## config.mk

```make
export PLATFORM = sky130hd
export DESIGN_NAME = alu_cmd_sequencer_flat
export DESIGN_NICKNAME = d
export VERILOG_FILES = /design/src/rtl/alu_cmd_sequencer_if.sv /design/src/rtl/alu_cmd_sequencer.sv /design/src/flat_wrapper.sv
export SDC_FILE = /design/constraint.sdc
export NUM_CORES = 1
export LEC_CHECK = 0
export ABC_AREA = 1
export BUFFER_PORTS_ARGS = -buffer_cell sky130_fd_sc_hd__buf_2
export CAP_MARGIN = 40
export CORE_MARGIN = 3
export CORE_UTILIZATION = 40
export DETAILED_ROUTE_END_ITERATION = 10
export MAX_ROUTING_LAYER = met4
export PLACE_DENSITY = 0.65
export SKIP_CTS_REPAIR_TIMING = 1
export SLEW_MARGIN = 10
export SYNTH_ARGS = -nofsm -noshare
export SYNTH_HDL_FRONTEND = slang
export SYNTH_SLANG_ARGS = --single-unit
```

## constraint.sdc

```tcl
create_clock -name CLK -period 1.85 [get_ports CLK]
set_clock_uncertainty 0.1 [all_clocks]
set_input_delay 0.37 -clock CLK [delete_from_list [all_inputs] [get_ports CLK]]
set_output_delay 0.37 -clock CLK [all_outputs]
set_load 0.03 [all_outputs]
```

## src/rtl/alu_cmd_sequencer_if.sv

```systemverilog
// Bundle of the command, ALU-operand and response buses seen by the ALU command sequencer.
// "master" is the sequencer side; "slave" is the side that issues commands, hosts the ALU and
// consumes responses.
interface alu_cmd_sequencer_if #(
  parameter int OPER_W    = 16,
  parameter int OUT_W     = 32,
  parameter int ERR_CNT_W = 8
);
  // command port
  logic                 cmd_valid;
  logic                 cmd_ready;
  logic [OPER_W-1:0]    cmd_a;
  logic [OPER_W-1:0]    cmd_b;
  logic [3:0]           cmd_fun;
  // ALU operand side
  logic [OPER_W-1:0]    alu_a;
  logic [OPER_W-1:0]    alu_b;
  logic [3:0]           alu_fun;
  logic [OUT_W-1:0]     alu_out;
  logic [3:0]           alu_flags;
  // response port
  logic                 rsp_valid;
  logic                 rsp_ready;
  logic [OUT_W-1:0]     rsp_result;
  logic [3:0]           rsp_flags;
  logic                 rsp_err;
  logic [ERR_CNT_W-1:0] err_count;

  modport master (
    input  cmd_valid, cmd_a, cmd_b, cmd_fun, alu_out, alu_flags, rsp_ready,
    output cmd_ready, alu_a, alu_b, alu_fun, rsp_valid, rsp_result, rsp_flags, rsp_err,
           err_count
  );

  modport slave (
    output cmd_valid, cmd_a, cmd_b, cmd_fun, alu_out, alu_flags, rsp_ready,
    input  cmd_ready, alu_a, alu_b, alu_fun, rsp_valid, rsp_result, rsp_flags, rsp_err,
           err_count
  );
endinterface

```

## src/rtl/alu_cmd_sequencer.sv

```systemverilog
// ALU command sequencer: takes one {A, B, FUN} command at a time, drives it onto the ALU's
// registered operand inputs, captures the ALU class flags and registered result, and returns
// a single response. Divide-by-zero and the unused opcode 1111 are answered immediately with
// an error response and never reach the ALU.
module alu_cmd_sequencer #(
  parameter int OPER_W    = 16,
  parameter int OUT_W     = 32,
  parameter int ERR_CNT_W = 8
) (
  input  logic            CLK,
  input  logic            RST,
  alu_cmd_sequencer_if.master bus
);

  localparam logic [3:0] FUN_DIV = 4'b0011;
  localparam logic [3:0] FUN_NOP = 4'b1111;

  typedef enum logic [1:0] {IDLE, ISSUE, CAPTURE, RESP} state_e;

  // operands presented to the ALU
  typedef struct packed {
    logic [OPER_W-1:0] a;
    logic [OPER_W-1:0] b;
    logic [3:0]        fun;
  } op_t;

  // response payload, held stable while rsp_valid is high
  typedef struct packed {
    logic [OUT_W-1:0] result;
    logic [3:0]       flags;
    logic             err;
  } rsp_t;

  state_e               state_q, state_d;
  op_t                  alu_q, alu_d;
  rsp_t                 rsp_q, rsp_d;
  logic                 cmd_ready_q, cmd_ready_d;
  logic                 rsp_valid_q, rsp_valid_d;
  logic [ERR_CNT_W-1:0] err_cnt_q, err_cnt_d;
  logic                 reject;

  // Commands the ALU must never see: divide by zero and the idle opcode.
  assign reject = (bus.cmd_fun == FUN_NOP) ||
                  ((bus.cmd_fun == FUN_DIV) && (bus.cmd_b == '0));

  // Next-state and datapath updates; everything holds unless a state says otherwise.
  always_comb begin
    state_d   = state_q;
    alu_d     = alu_q;
    rsp_d     = rsp_q;
    err_cnt_d = err_cnt_q;

    unique case (state_q)
      IDLE: begin
        // cmd_ready_q is only ever high in IDLE, so this is the accept condition
        if (cmd_ready_q && bus.cmd_valid) begin
          if (reject) begin
            rsp_d.result = '0;
            rsp_d.flags  = '0;
            rsp_d.err    = 1'b1;
            if (err_cnt_q != '1) err_cnt_d = err_cnt_q + ERR_CNT_W'(1);
            state_d = RESP;
          end else begin
            alu_d.a   = bus.cmd_a;
            alu_d.b   = bus.cmd_b;
            alu_d.fun = bus.cmd_fun;
            rsp_d.err = 1'b0;
            state_d   = ISSUE;
          end
        end
      end

      ISSUE: begin
        // class flags are combinational from alu_fun; the ALU registers its result this edge
        rsp_d.flags = bus.alu_flags;
        state_d     = CAPTURE;
      end

      CAPTURE: begin
        // operands hold so the ALU keeps reading the same values; only the opcode idles
        rsp_d.result = bus.alu_out;
        alu_d.fun    = FUN_NOP;
        state_d      = RESP;
      end

      RESP: begin
        // rsp_valid_q is high for the whole of RESP, so rsp_ready alone completes it
        if (bus.rsp_ready) state_d = IDLE;
      end

      default: state_d = IDLE;
    endcase

    // handshake flags are registered so they are clean (and low) straight out of reset
    cmd_ready_d = (state_d == IDLE);
    rsp_valid_d = (state_d == RESP);
  end

  // State and datapath registers; reset drops any command in flight.
  always_ff @(posedge CLK or negedge RST) begin
    if (!RST) begin
      state_q     <= IDLE;
      alu_q       <= '{a: '0, b: '0, fun: FUN_NOP};
      rsp_q       <= '0;
      cmd_ready_q <= 1'b0;
      rsp_valid_q <= 1'b0;
      err_cnt_q   <= '0;
    end else begin
      state_q     <= state_d;
      alu_q       <= alu_d;
      rsp_q       <= rsp_d;
      cmd_ready_q <= cmd_ready_d;
      rsp_valid_q <= rsp_valid_d;
      err_cnt_q   <= err_cnt_d;
    end
  end

  assign bus.cmd_ready  = cmd_ready_q;
  assign bus.alu_a      = alu_q.a;
  assign bus.alu_b      = alu_q.b;
  assign bus.alu_fun    = alu_q.fun;
  assign bus.rsp_valid  = rsp_valid_q;
  assign bus.rsp_result = rsp_q.result;
  assign bus.rsp_flags  = rsp_q.flags;
  assign bus.rsp_err    = rsp_q.err;
  assign bus.err_count  = err_cnt_q;

endmodule
```

## src/flat_wrapper.sv

```systemverilog
// flat-port wrapper written by rule: the top's interface ports become plain ports
module alu_cmd_sequencer_flat 
#(
  parameter int OPER_W    = 16,
  parameter int OUT_W     = 32,
  parameter int ERR_CNT_W = 8
)
  (CLK, RST, bus_cmd_valid, bus_cmd_a, bus_cmd_b, bus_cmd_fun, bus_alu_out, bus_alu_flags, bus_rsp_ready, bus_cmd_ready, bus_alu_a, bus_alu_b, bus_alu_fun, bus_rsp_valid, bus_rsp_result, bus_rsp_flags, bus_rsp_err, bus_err_count);
  alu_cmd_sequencer_if #(.OPER_W(OPER_W), .OUT_W(OUT_W), .ERR_CNT_W(ERR_CNT_W)) bus_i ();
  input  logic CLK;
  input  logic RST;
  input wire logic [$bits(bus_i.cmd_valid)-1:0] bus_cmd_valid;
  input wire logic [$bits(bus_i.cmd_a)-1:0] bus_cmd_a;
  input wire logic [$bits(bus_i.cmd_b)-1:0] bus_cmd_b;
  input wire logic [$bits(bus_i.cmd_fun)-1:0] bus_cmd_fun;
  input wire logic [$bits(bus_i.alu_out)-1:0] bus_alu_out;
  input wire logic [$bits(bus_i.alu_flags)-1:0] bus_alu_flags;
  input wire logic [$bits(bus_i.rsp_ready)-1:0] bus_rsp_ready;
  output wire logic [$bits(bus_i.cmd_ready)-1:0] bus_cmd_ready;
  output wire logic [$bits(bus_i.alu_a)-1:0] bus_alu_a;
  output wire logic [$bits(bus_i.alu_b)-1:0] bus_alu_b;
  output wire logic [$bits(bus_i.alu_fun)-1:0] bus_alu_fun;
  output wire logic [$bits(bus_i.rsp_valid)-1:0] bus_rsp_valid;
  output wire logic [$bits(bus_i.rsp_result)-1:0] bus_rsp_result;
  output wire logic [$bits(bus_i.rsp_flags)-1:0] bus_rsp_flags;
  output wire logic [$bits(bus_i.rsp_err)-1:0] bus_rsp_err;
  output wire logic [$bits(bus_i.err_count)-1:0] bus_err_count;
  assign bus_i.cmd_valid = bus_cmd_valid;
  assign bus_i.cmd_a = bus_cmd_a;
  assign bus_i.cmd_b = bus_cmd_b;
  assign bus_i.cmd_fun = bus_cmd_fun;
  assign bus_i.alu_out = bus_alu_out;
  assign bus_i.alu_flags = bus_alu_flags;
  assign bus_i.rsp_ready = bus_rsp_ready;
  assign bus_cmd_ready = bus_i.cmd_ready;
  assign bus_alu_a = bus_i.alu_a;
  assign bus_alu_b = bus_i.alu_b;
  assign bus_alu_fun = bus_i.alu_fun;
  assign bus_rsp_valid = bus_i.rsp_valid;
  assign bus_rsp_result = bus_i.rsp_result;
  assign bus_rsp_flags = bus_i.rsp_flags;
  assign bus_rsp_err = bus_i.rsp_err;
  assign bus_err_count = bus_i.err_count;
  alu_cmd_sequencer #(.OPER_W(OPER_W), .OUT_W(OUT_W), .ERR_CNT_W(ERR_CNT_W)) u_core (.CLK(CLK), .RST(RST), .bus(bus_i));
endmodule
```

==> flow_summary.yaml, run 1 <==
floorplan:
  core_um2: 8760
  num_rows: 34
  initial_core_util_pct: 41.4
  die_y_um: 101
  die_x_um: 101
  io_pins: 159
  dieArea_um2: 10200
timing:
  rsz0062_at_grt: "no"
  setup_viol: 0
  post-route-period-util_pct: 92.5
  hold_viol: 0
  period_minus_slack_ns: 1.71
  worst_pin_slew_ns: 0.443
  relSlewSlack_pct: 70.5
  setup_tns_ns: 0
  finalMaxSlewViolations: 0
  max_freq_mhz: 584
logic_synthesis:
  syn_nets: 492
  syn_area_um2: 3630
  synth_cells: 415
  synth-seq-cells: 85
  ys_seq_area_share_pct: 58.8
  ys_types: 26
  syn_avg_cell_area_um2: 8.74
  ys_warn_count: 0
final_layout:
  final_cell_mix: "208 x nand2_1, 157 x buf_2, 81 x dfrtp_1, 26 x o21ai_0, 16 x nand3_1"
  layout-drive-gt1-share_pct: 34.2
  n_antenna_cell: 0
  fin_util_pct: 54.0
  nets: 656
  area_growth_pct: 30.5
  final_common_cell: "nand2_1"
  n_fill_cell: 864
worst_setup_path:
  cp-startpoint: "u_core.bus.err_count[0]$_DFFE_PN0P_"
  reg2reg_slack_ns: 0.14
  crit_path_start_kind: "flip-flop"
  cp_max_fo: 8
  crit_path_end_kind: "flip-flop"
  cp.arrival_ns: 1.84
  timing.rr.start: "u_core.bus.err_count[0]$_DFFE_PN0P_"
  critPathKind: "reg -> reg"
  required_ns: 1.98
clock_network:
  clk_pin_slew_ns: 0.09
  tritoncts: "done"
  numCtsBuffers: 9
  clk_latency_ns: 0.34
  cts_root_buf: "clkbuf_8"
  cts_sinks: 85
  clock_path_buffers: 2
  h-tree-depth: 3
global_routing:
  grt_overflow: 0
  grtUsageTotal_pct: 18.7
  antenna_found_initial: 0
  grt_first_pass_wirelength_um: 14700
  grt_pass1_vias: 2975
  grt_start_max_net_pins: 41
pwr:
  p_seq_share_pct: 36.3
  intPower_uw: 4450
  p_leak_uw: 0.00273
  power_frac_comb_pct: 49.5
  power_density_nw_per_um2: 1810
  clkPwrFrac_pct: 14.2
  switching_share_pct: 48.1
  switchingPower_uw: 4130
  ir_worst_vdd_uv: 805
run_status:
  status: "complete, no violations"
detailed_routing:
  drc: 0
  drt-initial-drc-count: 101
  wl_um: 9340
  vias: 3258
  wl_per_cell_um: 13.5
  vias_per_cell: 4.71
  firstDrtPassIters: 6
  ant_nets: 0
worst_hold_path:
  holdCritPathClass: "in -> reg"
  min_from: "bus_cmd_a[2]"
place:
  port_buffers: 158
  dp.final_hpwl_um: 7030
  place.gp.congestion: 0.782
job:
  drv_cap: 0
-- state kept, by name (all words and copies together) (netlist names) --
register / cells
u_core.bus.rsp_flags: 4
u_core.bus.alu_fun: 4
u_core.bus.rsp_valid: 1
u_core.bus.err_count: 8
u_core.bus.alu_b: 16
u_core.state_q: 2
u_core.bus.rsp_result: 32
u_core.bus.alu_a: 16
u_core.bus.cmd_ready: 1
u_core.bus.rsp_err: 1
-- synth_stat cells --
cell type / number / area [µm²]
a21oi_1: 1 / 5.00
a31oi_4: 1 / 21.3
and2_0: 1 / 6.26
buf_2: 3 / 15.0
buf_4: 1 / 7.51
buf_6: 6 / 67.6
clkbuf_1: 3 / 11.3
clkbuf_2: 3 / 15.0
dfrtp_1: 81 / 2030
dfstp_2: 4 / 105
ha_1: 1 / 12.5
inv_1: 11 / 41.3
inv_2: 2 / 7.51
nand2_1: 208 / 781
nand2_4: 1 / 11.3
nand3_1: 16 / 80.1
nand3_2: 3 / 30.0
nand4_1: 9 / 56.3
nor2_1: 14 / 52.6
nor2_2: 3 / 18.8
nor2_4: 1 / 11.3
nor2_8: 1 / 20.0
o21ai_0: 27 / 135
o21ai_1: 9 / 45.0
xnor2_1: 2 / 17.5
xor2_1: 3 / 26.3
-- worst paths after layout --
path,endpoint,depth (start not counted)
max,u_core.bus.err_count[6]$_DFFE_PN0P_,7
max reg2reg,u_core.bus.err_count[6]$_DFFE_PN0P_,7
min,u_core.bus.alu_a[2]$_DFFE_PN0P_,3
min reg2reg,u_core.bus.rsp_result[25]$_DFFE_PN0P_,2
min in group asynchronous,u_core.bus.rsp_result[26]$_DFFE_PN0P_,2
max in group asynchronous,u_core.bus.alu_a[12]$_DFFE_PN0P_,3
-- power by group through the flow --
stage	Combinational (µW)	Clock [µW]	Sequential, µW
CTS	4300	1270	3120
global placement	4220	0	3120
detailed placement	4310	0	3130
finish	4240	1220	3110
floorplan	1440	0	4650
global route	4640	1360	3210
-- cell families (layout without fill, tap and decap cells) --
| family | after synthesis | in the layout | share of synthesized area [%] |
|---|---|---|---|
| flops | 85 | 85 | 58.8 |
| xor+xnor | 5 | 5 | 1.21 |
| fa+ha+maj | 1 | 1 | 0.345 |
| compound gates | 38 | 38 | 5.69 |
| simple gates | 257 | 257 | 29.4 |
| buf+inv | 29 | 198 | 4.55 |
-- layout make-up --
cell class / instances / area [µm²] / area share (%)
multi-input combinational: 301 / 1330 / 28.1
sequential: 85 / 2130 / 45.0
clock buffer: 11 / 151 / 3.20
timing repair buffer: 169 / 903 / 19.1
inverter: 13 / 48.8 / 1.03
tap: 108 / 135 / 2.85
clock inverter: 5 / 33.8 / 0.714
-- worst max-delay path, cell delays in order, from the launching register on --
cell and delay (ns):
dfrtp_1 0.43, ha_1 0.24, nand3_1 0.13, nor2_2 0.09, a31oi_4 0.24, nand3_2 0.22, nand2_1 0.10, nand2_1 0.05
-- per-layer routing --
| layer | wire length (µm) | vias up | global-route usage (%) |
|---|---|---|---|
| met5 | 0 | - | - |
| met4 | 80 | 0 | 3.68 |
| met3 | 473 | 5 | 4.68 |
| met2 | 4780 | 76 | 29.9 |
| met1 | 4010 | 1543 | 24.3 |
| li1 | - | 1634 | - |
-- stage by stage --
stage / cell area [µm²] / hold WS, ns / cells / total power [µW] / setup slack [ns]
2_1_floorplan: 3630 / -0.0256 / 415 / 6090 / 0.168
3_3_place_gp: 4540 / 0.244 / 675 / 7340 / 0.119
5_1_grt: 4730 / 0.0971 / 692 / 9210 / 0.00558
3_5_place_dp: 4540 / 0.246 / 675 / 7450 / 0.0309
6_report: 4730 / 0.119 / 692 / 8580 / 0.139
4_1_cts: 4720 / -0.133 / 691 / 8690 / 0.142
Note: power is estimated with default switching activity, not from simulation.
==> run 2, diff against run 1 <==
- RECOVER_POWER: unset -> 100
==> flow_summary.yaml, run 2 (same netlist as run 1, synthesis figures left out) <==
run_status:
  status: "complete, no violations"
pwr:
  power_density_nw_per_um2: 1810
  p_seq_share_pct: 37.7
  power_frac_comb_pct: 47.5
  switchingPower_uw: 4150
  clkPwrFrac_pct: 14.7
  ir_worst_vdd_uv: 795
  p_leak_uw: 0.00243
  switching_share_pct: 49.9
  intPower_uw: 4160
detailed_routing:
  wl_per_cell_um: 13.6
  firstDrtPassIters: 6
  vias_per_cell: 4.69
  drc: 0
  wl_um: 9380
  ant_nets: 0
  vias: 3243
  drt-initial-drc-count: 97
clock_network:
  clk_pin_slew_ns: 0.09
  h-tree-depth: 3
  tritoncts: "done"
  clk_latency_ns: 0.34
  clock_path_buffers: 2
  numCtsBuffers: 9
  cts_root_buf: "clkbuf_8"
  cts_sinks: 85
floorplan:
  core_um2: 8760
  dieArea_um2: 10200
  die_y_um: 101
  num_rows: 34
  io_pins: 159
  die_x_um: 101
  initial_core_util_pct: 41.4
global_routing:
  grt_start_max_net_pins: 41
  grt_first_pass_wirelength_um: 14700
  grt_pass1_vias: 2975
  grtUsageTotal_pct: 18.7
  grt_overflow: 0
  antenna_found_initial: 0
timing:
  setup_tns_ns: 0
  relSlewSlack_pct: 45.4
  worst_pin_slew_ns: 0.819
  max_freq_mhz: 585
  post-route-period-util_pct: 92.4
  finalMaxSlewViolations: 0
  rsz0062_at_grt: "no"
  hold_ws_ns: 0.120
  hold_viol: 0
  period_minus_slack_ns: 1.71
  setup_viol: 0
place:
  port_buffers: 158
  dp.final_hpwl_um: 7030
  place.gp.congestion: 0.782
worst_setup_path:
  required_ns: 1.98
  crit_path_start_kind: "flip-flop"
  critPathKind: "reg -> reg"
  cp_max_fo: 8
  cp.arrival_ns: 1.84
  crit_path_end_kind: "flip-flop"
final_layout:
  area_growth_pct: 26.6
  n_fill_cell: 904
  fin_util_pct: 52.4
  final_cell_mix: "208 x nand2_1, 84 x clkbuf_1, 81 x dfrtp_1, 75 x buf_2, 26 x o21ai_0"
  n_antenna_cell: 0
  largest_reg_flops: 32
  final_common_cell: "nand2_1"
  layout-drive-gt1-share_pct: 19.7
  nets: 656
worst_hold_path:
  holdCritPathClass: "in -> reg"
job:
  drv_cap: 0
[run 2: cell count changes in the layout (fill, tap and decap cells not counted), sizes merged]
cell	delta
buf	-87
clkbuf	+87
[run 2: metrics by stage]
step,cell area (µm²),cells,total power [µW],setup slack (ns)
detailed placement,4540,675,7450,0.0309
global route,4590,692,8930,0.00558
finish,4590,692,8310,0.141
global placement,4540,675,7340,0.119
floorplan,3630,415,6090,0.168
CTS,4720,691,8690,0.142
[run 2: layout make-up]
| class | count | area [µm²] | share of cell area, % |
|---|---|---|---|
| inverters | 13 | 48.8 | 1.06 |
| clock buffers | 11 | 151 | 3.30 |
| multi-input cells | 301 | 1330 | 28.9 |
| well taps | 108 | 135 | 2.94 |
| repair buffers | 169 | 764 | 16.6 |
| flip-flops and latches | 85 | 2130 | 46.4 |
| clock inverters | 5 | 33.8 | 0.735 |
[run 2: path summary, 6_finish.rpt]
check,startpoint,end,slack (ns),depth (start not counted)
hold / removal,bus_cmd_a[2],u_core.bus.alu_a[2]$_DFFE_PN0P_,0.12,3
min in group asynchronous,RST,u_core.bus.rsp_result[12]$_DFFE_PN0P_,0.55,2
setup reg to reg,u_core.bus.err_count[0]$_DFFE_PN0P_,u_core.bus.err_count[6]$_DFFE_PN0P_,0.14,7
setup / recovery,u_core.bus.err_count[0]$_DFFE_PN0P_,u_core.bus.err_count[6]$_DFFE_PN0P_,0.14,7
max in group asynchronous,RST,u_core.bus.rsp_result[8]$_DFFE_PN0P_,0.25,3
hold reg to reg,u_core.bus.rsp_result[25]$_DFFE_PN0P_,u_core.bus.rsp_result[25]$_DFFE_PN0P_,0.37,2
[run 2: power by group through the flow]
| stage | clock network (µW) | logic, µW | registers, µW |
|---|---|---|---|
| after detailed placement | 0 | 4310 | 3130 |
| after global placement | 0 | 4220 | 3120 |
| final | 1220 | 3950 | 3140 |
| after CTS | 1270 | 4300 | 3120 |
| after global routing | 1360 | 4340 | 3240 |
| after floorplan | 0 | 1440 | 4650 |
[run 2: layer usage]
metal  track usage [%]  up-vias  part of all wire (%)
met5                 -        -                     0
met4              3.68        0                  0.85
met3              4.68        5                   5.1
met2              29.9       78                    51
met1              24.3     1526                    43
li1                  -     1634                     -
[run 2: worst max-delay path: stages (launching register included)]
cell	delay, ns
dfrtp_1	0.43
ha_1	0.24
nand3_1	0.13
nor2_2	0.09
a31oi_4	0.24
nand3_2	0.21
nand2_1	0.10
nand2_1	0.05
